### src/rtl/fc_argmax.sv
// Serial argmax over a vector of binary16 scores, one score per enabled clock.
// Result is sticky in DONE until reset; uses the FC-layer enable/finished handshake.
//
// state | meaning
// IDLE  | waiting for enable; first enabled edge loads node 0
// SCAN  | comparing node i against the running maximum
// DONE  | result valid and frozen until reset
module fc_argmax #(
   parameter int numClasses = 10,
   parameter int IDXW       = $clog2(numClasses)
) (
   input  logic            clk,
   input  logic            reset,
   input  logic            enable,
   input  logic [15:0]     inputNodes [0:numClasses-1],
   output logic [IDXW-1:0] classIndex,
   output logic [15:0]     maxValue,
   output logic            finished
);

   typedef enum logic [1:0] {
      IDLE = 2'd0,
      SCAN = 2'd1,
      DONE = 2'd2
   } stateType;

   localparam logic [IDXW:0] lastIdx = (IDXW+1)'(numClasses - 1);

   stateType        state;
   stateType        nextState;
   logic [IDXW:0]   i;
   logic [15:0]     candidate;
   logic            candWins;
   logic            atLast;

   function automatic logic isNaN(input logic [15:0] v);
      return (v[14:10] == 5'h1F) && (v[9:0] != 10'h000);
   endfunction

   // Monotonic unsigned key: negatives inverted below positives, -0 folded onto +0.
   function automatic logic [15:0] orderKey(input logic [15:0] v);
      logic [15:0] z;
      z = (v == 16'h8000) ? 16'h0000 : v;
      return z[15] ? {1'b0, ~z[14:0]} : {1'b1, z[14:0]};
   endfunction

   always_comb begin
      candidate = inputNodes[i[IDXW-1:0]];
      candWins  = !isNaN(candidate) &&
                  (isNaN(maxValue) || (orderKey(candidate) > orderKey(maxValue)));
      atLast    = (i == lastIdx);
      nextState = state;
      case (state)
         IDLE:    if (enable) nextState = SCAN;
         SCAN:    if (enable && atLast) nextState = DONE;
         DONE:    nextState = DONE;
         default: nextState = IDLE;
      endcase
   end

   always_ff @(posedge clk) begin
      if (reset) state <= IDLE;
      else       state <= nextState;
   end

   always_ff @(posedge clk) begin
      if (reset) begin
         classIndex <= '0;
         maxValue   <= 16'h0000;
         finished   <= 1'b0;
         i          <= '0;
      end else if (enable) begin
         case (state)
            IDLE: begin
               maxValue   <= inputNodes[0];
               classIndex <= '0;
               i          <= (IDXW+1)'(1);
            end
            SCAN: begin
               if (candWins) begin
                  maxValue   <= candidate;
                  classIndex <= i[IDXW-1:0];
               end
               if (atLast) finished <= 1'b1;
               else        i        <= i + 1'b1;
            end
            default: ;
         endcase
      end
   end

endmodule

### config.mk
export PLATFORM = sky130hd
export DESIGN_NAME = fc_argmax
export DESIGN_NICKNAME = d
export VERILOG_FILES = /design/src/rtl/fc_argmax.sv
export SDC_FILE = /design/constraint.sdc
export NUM_CORES = 1
export LEC_CHECK = 0
export ABC_CLOCK_PERIOD_IN_PS = 5500
export CORE_UTILIZATION = 41
export CTS_CLUSTER_SIZE = 40
export DETAILED_ROUTE_END_ITERATION = 10
export MAX_ROUTING_LAYER = met4
export PLACE_DENSITY_LB_ADDON = 0.05
export SLEW_MARGIN = 20
export SYNTH_ARGS = -nofsm -noshare
export SYNTH_HDL_FRONTEND = slang
export SYNTH_SLANG_ARGS = --single-unit
### constraint.sdc
create_clock -name clk -period 5.5 [get_ports clk]
set_input_delay 0.825 -clock clk [delete_from_list [all_inputs] [get_ports clk]]
set_output_delay 0.825 -clock clk [all_outputs]
set_load 0.005 [all_outputs]
## After elaboration in Yosys (flattened, before gate mapping)

Cells that the tools add are included.

| storage, ports and cells | value |
|---|---|
| bits in registers | 28 |
| input bits | 163 |
| output and inout bits | 21 |
| word-level logic and storage cells | 52 |

| cells by class | value |
|---|---|
| $add $sub $neg | 1 |
| magnitude comparators | 2 |
| eq/ne operators | 11 |
| muxes and demuxes | 16 |
| bitwise operators | 3 |
| reductions and logical operators | 14 |

Operator list:

| cell | number |
|---|---|
| 2-to-1 mux 16 bit | 7 |
| binary-select mux 16 bit (select 4 bit) | 1 |
| == test 16 bit (second input constant) | 2 |
| one-hot mux 16 bit (2 select lines) | 1 |
| inverter 15 bit | 2 |
| nonzero test 10 bit | 2 |
| greater-than comparator 16 bit | 1 |
| == test 5 bit (second input constant) | 2 |
| one-hot mux 5 bit (2 select lines) | 1 |
| AND reduction 3 bit | 3 |
| != test 2 bit (second input constant) | 4 |
| one-hot mux 4 bit (2 select lines) | 1 |
| one-hot mux 2 bit (3 select lines) | 1 |
| adder 5 x 1 -> 5 bit (second input constant) | 1 |
| == test 5 x 4 -> 1 bit (second input constant) | 1 |
| >= comparator 5 bit (second input constant) | 1 |
| 2-to-1 mux 5 bit | 1 |
| inverter 4 -> 5 bit | 1 |
| logical AND 1 bit | 4 |
| 2-to-1 mux 2 bit | 2 |
| 2-to-1 mux 4 bit | 1 |
| == test 2 x 1 -> 1 bit (second input constant) | 1 |
| == test 2 bit (second input constant) | 1 |
| logical NOT 2 bit | 1 |
| 4 further kinds | 4 |

## Depth between registers and ports, before layout

| logic depth | value |
|---|---|
| word-level depth | 13 |
| depth in mapped cells | 22 |
| depth with buffers taken out | 17 |

## Worst setup path after synthesis

Ideal clock, no wire load.

| timing path | value |
|---|---|
| path kind | input to register |
| from | input port inputNodes[101] (netlist name) |
| to | register classIndex[3] |
| library setup time | 0.071 ns |
| arrival | 4.892 ns |
| setup slack | 0.537 ns |
| cell stages on the path | 19 |
| path buffers | 2 |
| cells stage by stage | mux4_2 nor2_1 a2bb2oi_1 nand4_1 or4_4 nor4_2 nor2b_1 xnor2_1 ha_1 a21o_1 nand3_1 a21oi_1 or4b_2 a32oi_1 a21o_1 buf_4 buf_6 nand3_1 a21oi_1 |

| on the way | value |
|---|---|
| cells in the longest elaborated chain, start to end | 12 |
| elaborated cells on any way between the ends | 15 |
| those cells by class | order compare (1); eq/ne (2); mux (5); bitwise (1); reduce/logical (6) |

Ends and longest elaborated chain:

| what | RTL line | RTL |
|---|---|---|
| from (decl) | 15 | `input logic [15:0] inputNodes [0:numClasses-1],` |
| binary-select mux 16 bit (select 4 bit) (*) | 48 | `candidate = inputNodes[i[IDXW-1:0]];` |
| 2-to-1 mux 16 bit (implied by the code) (*) (2 in a row) | 48 |  |
| == test 16 bit | 43 | `z = (v == 16'h8000) ? 16'h0000 : v;` |
| 2-to-1 mux 16 bit | 43 |  |
| inverter 15 bit | 44 | `return z[15] ? {1'b0, ~z[14:0]} : {1'b1, z[14:0]};` |
| 2-to-1 mux 16 bit | 44 |  |
| greater-than comparator 16 bit | 50 | `(isNaN(maxValue) \|\| (orderKey(candidate) > orderKey(maxValue)));` |
| logical OR 1 bit | 50 |  |
| logical AND 1 bit (*) | 49 | `candWins = !isNaN(candidate) &&` |
| != test 2 bit (no source line) (*) | - |  |
| AND reduction 3 bit (no source line) (*) | - |  |
| to (signal assigned) | 82 | `classIndex <= i[IDXW-1:0];` |
| to (decl) | 16 | `output logic [IDXW-1:0] classIndex,` |

Every way passes the cells marked *; elsewhere a longest branch is shown, timed or not. The select of a mux whose other input is x is not followed.
A chain may end at the register's enable or synchronous reset.

## Worst setup path after layout

| timing path | value |
|---|---|
| from | input port inputNodes[150] (netlist name) |
| to | register maxValue[2] |

| on the way | value |
|---|---|
| cells in the longest elaborated chain, start to end | 12 |
| elaborated cells on any way between the ends | 15 |
| those cells by class | order compare (1); eq/ne (2); mux (5); bitwise (1); reduce/logical (6) |

Ends and longest elaborated chain:

| what | RTL line | RTL |
|---|---|---|
| binary-select mux 16 bit (select 4 bit) (*) | 48 |  |
| 2-to-1 mux 16 bit (implied by the code) (*) (2 in a row) | 48 |  |
| == test 16 bit | 43 |  |
| 2-to-1 mux 16 bit | 43 |  |
| inverter 15 bit | 44 |  |
| 2-to-1 mux 16 bit | 44 |  |
| greater-than comparator 16 bit | 50 |  |
| logical OR 1 bit | 50 |  |
| logical AND 1 bit (*) | 49 |  |
| != test 2 bit (no source line) (*) | - |  |
| AND reduction 3 bit (no source line) (*) | - |  |
| to (signal assigned) | 75 | `maxValue <= inputNodes[0];` |
| to (signal assigned) | 81 | `maxValue <= candidate;` |
| to (decl) | 17 | `output logic [15:0] maxValue,` |

Marked as above.

==> results.sh <==
export IMPL_status="finished, final reports clean"
export IMPL_tightest_slew_ps=992.9
export IMPL_drtPass1Iterations=4
export IMPL_grt_max_degree=43
export IMPL_max_vdd_ir_drop_uv=343.4
export IMPL_syn_area_mm2=0.003635
export IMPL_synthDistinctLibCells=52
export IMPL_seqCellArea_um2=561.8
export IMPL_crit_buf_inv=1
export IMPL_start_util_pct=43.36
export IMPL_numCtsBuffers=3
export IMPL_rows=33
export IMPL_clk_pin_slew_ps=100
export IMPL_cts_tree="built"
export IMPL_placed_cells=705
export IMPL_synth_edff_count=0
export IMPL_postRouteAntennaNets=0
export IMPL_dp_hpwl_um=10730
export IMPL_root_buffer="clkbuf_8"
export IMPL_worstHoldStart="classIndex[0]"
export IMPL_core_mm2=0.008382
export IMPL_finalCritPeriodShare_pct=95.55
export IMPL_n_fill_cell=698
export IMPL_drive_gt1_share_pct=17.55
export IMPL_cts_resized=0
export IMPL_fin_setup_tns_ps=0
export IMPL_cap_violations=0
export IMPL_crit_family="simple AND/OR/NAND/NOR gates"
export IMPL_skew_ps=2.523
export IMPL_antenna_cells=0
export IMPL_power_mw=2.057
export IMPL_vias_per_cell=5.801
export IMPL_async_reset_ff_share_pct=0
export IMPL_relSlewSlack_pct=33.56
export IMPL_cp_start_kind="input pin"
export IMPL_drt_iter0_markers=228
export IMPL_worstPathRequired_ps=5690
export IMPL_dr_total_vias=4113
export IMPL_grt_antenna_before_repair=0
export IMPL_cts_sinks=28
export IMPL_cp_max_fo=4
export IMPL_gp_congestion=0.9001
export IMPL_final_util_pct=68.82
export IMPL_crit_start="inputNodes[150]"
export IMPL_clkPwrFrac_pct=7.9
export IMPL_synth_cells=422
export IMPL_die_h_um=96.16
export IMPL_setup_viol=0
export IMPL_syn2layout_area_growth_pct=58.69
export IMPL_dieArea_mm2=0.009246
export IMPL_crit_path_end_kind="register"
export IMPL_switching_share_pct=43.90
export IMPL_grt_first_pass_wirelength_um=19100
export IMPL_min_period_ps=5255
export IMPL_hold_viol=0
export IMPL_slew_viol_final=0
export IMPL_syn_num_nets=606
export IMPL_cts_hold_buffers=0
export IMPL_die_x_um=96.16
export IMPL_cts_path_max_buffers=2
export IMPL_hold_class="register to register"
export IMPL_drc=0
export IMPL_synth_seq_cells=28
export IMPL_io_pins=184
export IMPL_htreeDepth=1
export IMPL_overflow=0
export IMPL_p_int_mw=1.154
export IMPL_pwr_share_comb_pct=74.3
export IMPL_multiInputGateArea_mm2=0.002869
export IMPL_syn_area_per_cell_um2=8.613
export IMPL_critPathMostFrequentCell="nand4_1"
export IMPL_power_density_mw_per_mm2=356.6
export IMPL_p_leak_nw=2.162
export IMPL_r2r_start="i[0]"
export IMPL_hold_slack_ps=474.6
export IMPL_cts_setup_buffers=0
export IMPL_grt_usage_pct=27.51
export IMPL_yosysWarningCount=0
export IMPL_seqPwrFrac_pct=17.8
export IMPL_synth_ff_type="dfxtp_1"
export IMPL_grt_pass1_vias=3980
export IMPL_clkLatencyLatePin_ps=270
export IMPL_cp_slowest_cell="or4b_2"
export IMPL_cp_arrival_ps=5450
export IMPL_path_class="input pin to register"
export IMPL_layout_nets=789
export IMPL_power_switching_mw=0.9029
export IMPL_max_stage_delay_ps=630
export IMPL_seq_area_frac_synth_pct=15.42
export IMPL_port_buffers=183
export IMPL_final_cells=709
export IMPL_fmax_mhz=190.3
export IMPL_drt_total_wl_um=12890
export IMPL_rsz0062_at_grt="false"
export IMPL_wire_per_inst_um=18.18
export IMPL_crit_chain="clkdlybuf4s50_1 -> mux4_2 -> nor2_1 -> a2bb2oi_2 -> nand4_1 -> or4_4 -> nor4_2 -> nor2b_1 -> xnor2_1 -> ha_1 -> nand4_1 -> nor3_1 -> a21boi_0 -> or4b_2 -> a32oi_2 -> a21o_1 -> nand2_1 -> o21ai_0"
==> stage by stage <==
stage / area (um^2) / worst slack (ps)
2_1_floorplan: 3635 / 537.1
3_3_place_gp: 5682 / 9.686
3_5_place_dp: 5682 / -154.9
4_1_cts: 5753 / 119.7
5_1_grt: 5768 / 5.742
6_report: 5768 / 245.0
==> synth_stat cells (4+ instances only) <==
master     count  area [um^2]
mux2_2        39        439.2
nor2_1        37        138.9
nand2_1       31        116.4
dfxtp_1       28        560.5
ha_1          21        262.8
xor2_1        21        183.9
a21oi_1       19        95.09
clkbuf_1      19        71.32
nand3_1       17        85.08
o21ai_0       17        85.08
o221ai_1      17        148.9
mux2i_1       16        160.2
mux4_2        16        360.4
a2bb2oi_1     11        96.34
nand4b_1       9        78.83
o31ai_1        9        67.56
inv_1          8        30.03
nand4_1        8        50.05
xnor2_1        7        61.31
buf_2          6        30.03
buf_6          5        56.30
nand2b_1       5        31.28
a211oi_1       4        30.03
buf_1          4        15.01
==> worst paths after layout <==
check,cells past startpoint,slack [ps],endpoint
min,2,470,classIndex[0]
max reg2reg,18,300,maxValue[2]
min reg2reg,2,470,classIndex[0]
max,18,250,maxValue[2]
==> layer usage <==
layer	GRT usage [%]	vias to the layer above	wire length, um
met2	49.23	162	6835
met3	3.555	22	765
met4	6.468	0	306
met1	32.54	1957	4982
li1	-	1972	-
met5	-	-	0
==> area by class of cell <==
| class | count | share of cell area [%] |
|---|---|---|
| Clock buffer | 3 | 0.7158 |
| Inverter | 8 | 0.5206 |
| Tap cell | 105 | 2.278 |
| Multi-Input combinational cell | 349 | 49.74 |
| Timing Repair Buffer | 215 | 36.49 |
| Sequential cell | 28 | 9.740 |
| Clock inverter | 1 | 0.5206 |
==> power groups by stage <==
| stage | Combinational (mW) | Clock (mW) | Sequential (mW) |
|---|---|---|---|
| global placement | 1.47 | 0 | 0.369 |
| floorplan | 1.01 | 0 | 0.340 |
| CTS | 1.52 | 0.163 | 0.364 |
| detailed placement | 1.51 | 0 | 0.368 |
| global route | 1.70 | 0.173 | 0.376 |
| finish | 1.53 | 0.163 | 0.366 |
==> cell usage in the layout, fill, tap and decap left out, drive strengths merged, types with 2 or more instances in the layout <==
master,count
buf,33
and2,2
nand2b,5
nor4,4
dfxtp,28
clkbuf,3
a21o,3
nand2,31
o31ai,9
or4b,3
nand4b,9
nor3,3
a2bb2oi,12
or4,2
o221ai,17
o31a,2
xor2,21
a22oi,3
a21oi,20
clkdlybuf4s50,182
inv,8
xnor2,7
nor2,38
a221oi,3
o22ai,3
nor2b,3
mux2i,16
nand3,17
mux4,16
a211oi,5
nand4,8
ha,21
o21ai,18
mux2,39
==> kinds of logic after synthesis <==
family,synth area share [%]
AOI/OAI and AO/OA,19.52
muxes,26.40
adders and majority gates,7.229
buffers and inverters,6.196
DFF,15.42
xor gates and xnor gates,6.747
and+or+nand+nor,18.49
==> worst register-to-register path, delay by kind of cell, from the launching register on <==
kind	cells	cell delay, ps
xor+xnor	1	180
mux	1	510
simple gates	9	2180
flops	1	650
buf+inv	1	250
fa+ha+maj	1	330
compound gates	5	1010
==> state kept, by name, summed over array words and instances (netlist names) <==
register / count
maxValue: 16
i: 5
classIndex: 4
state: 2
finished: 1
No activity file was read; power rests on OpenSTA's default activity.
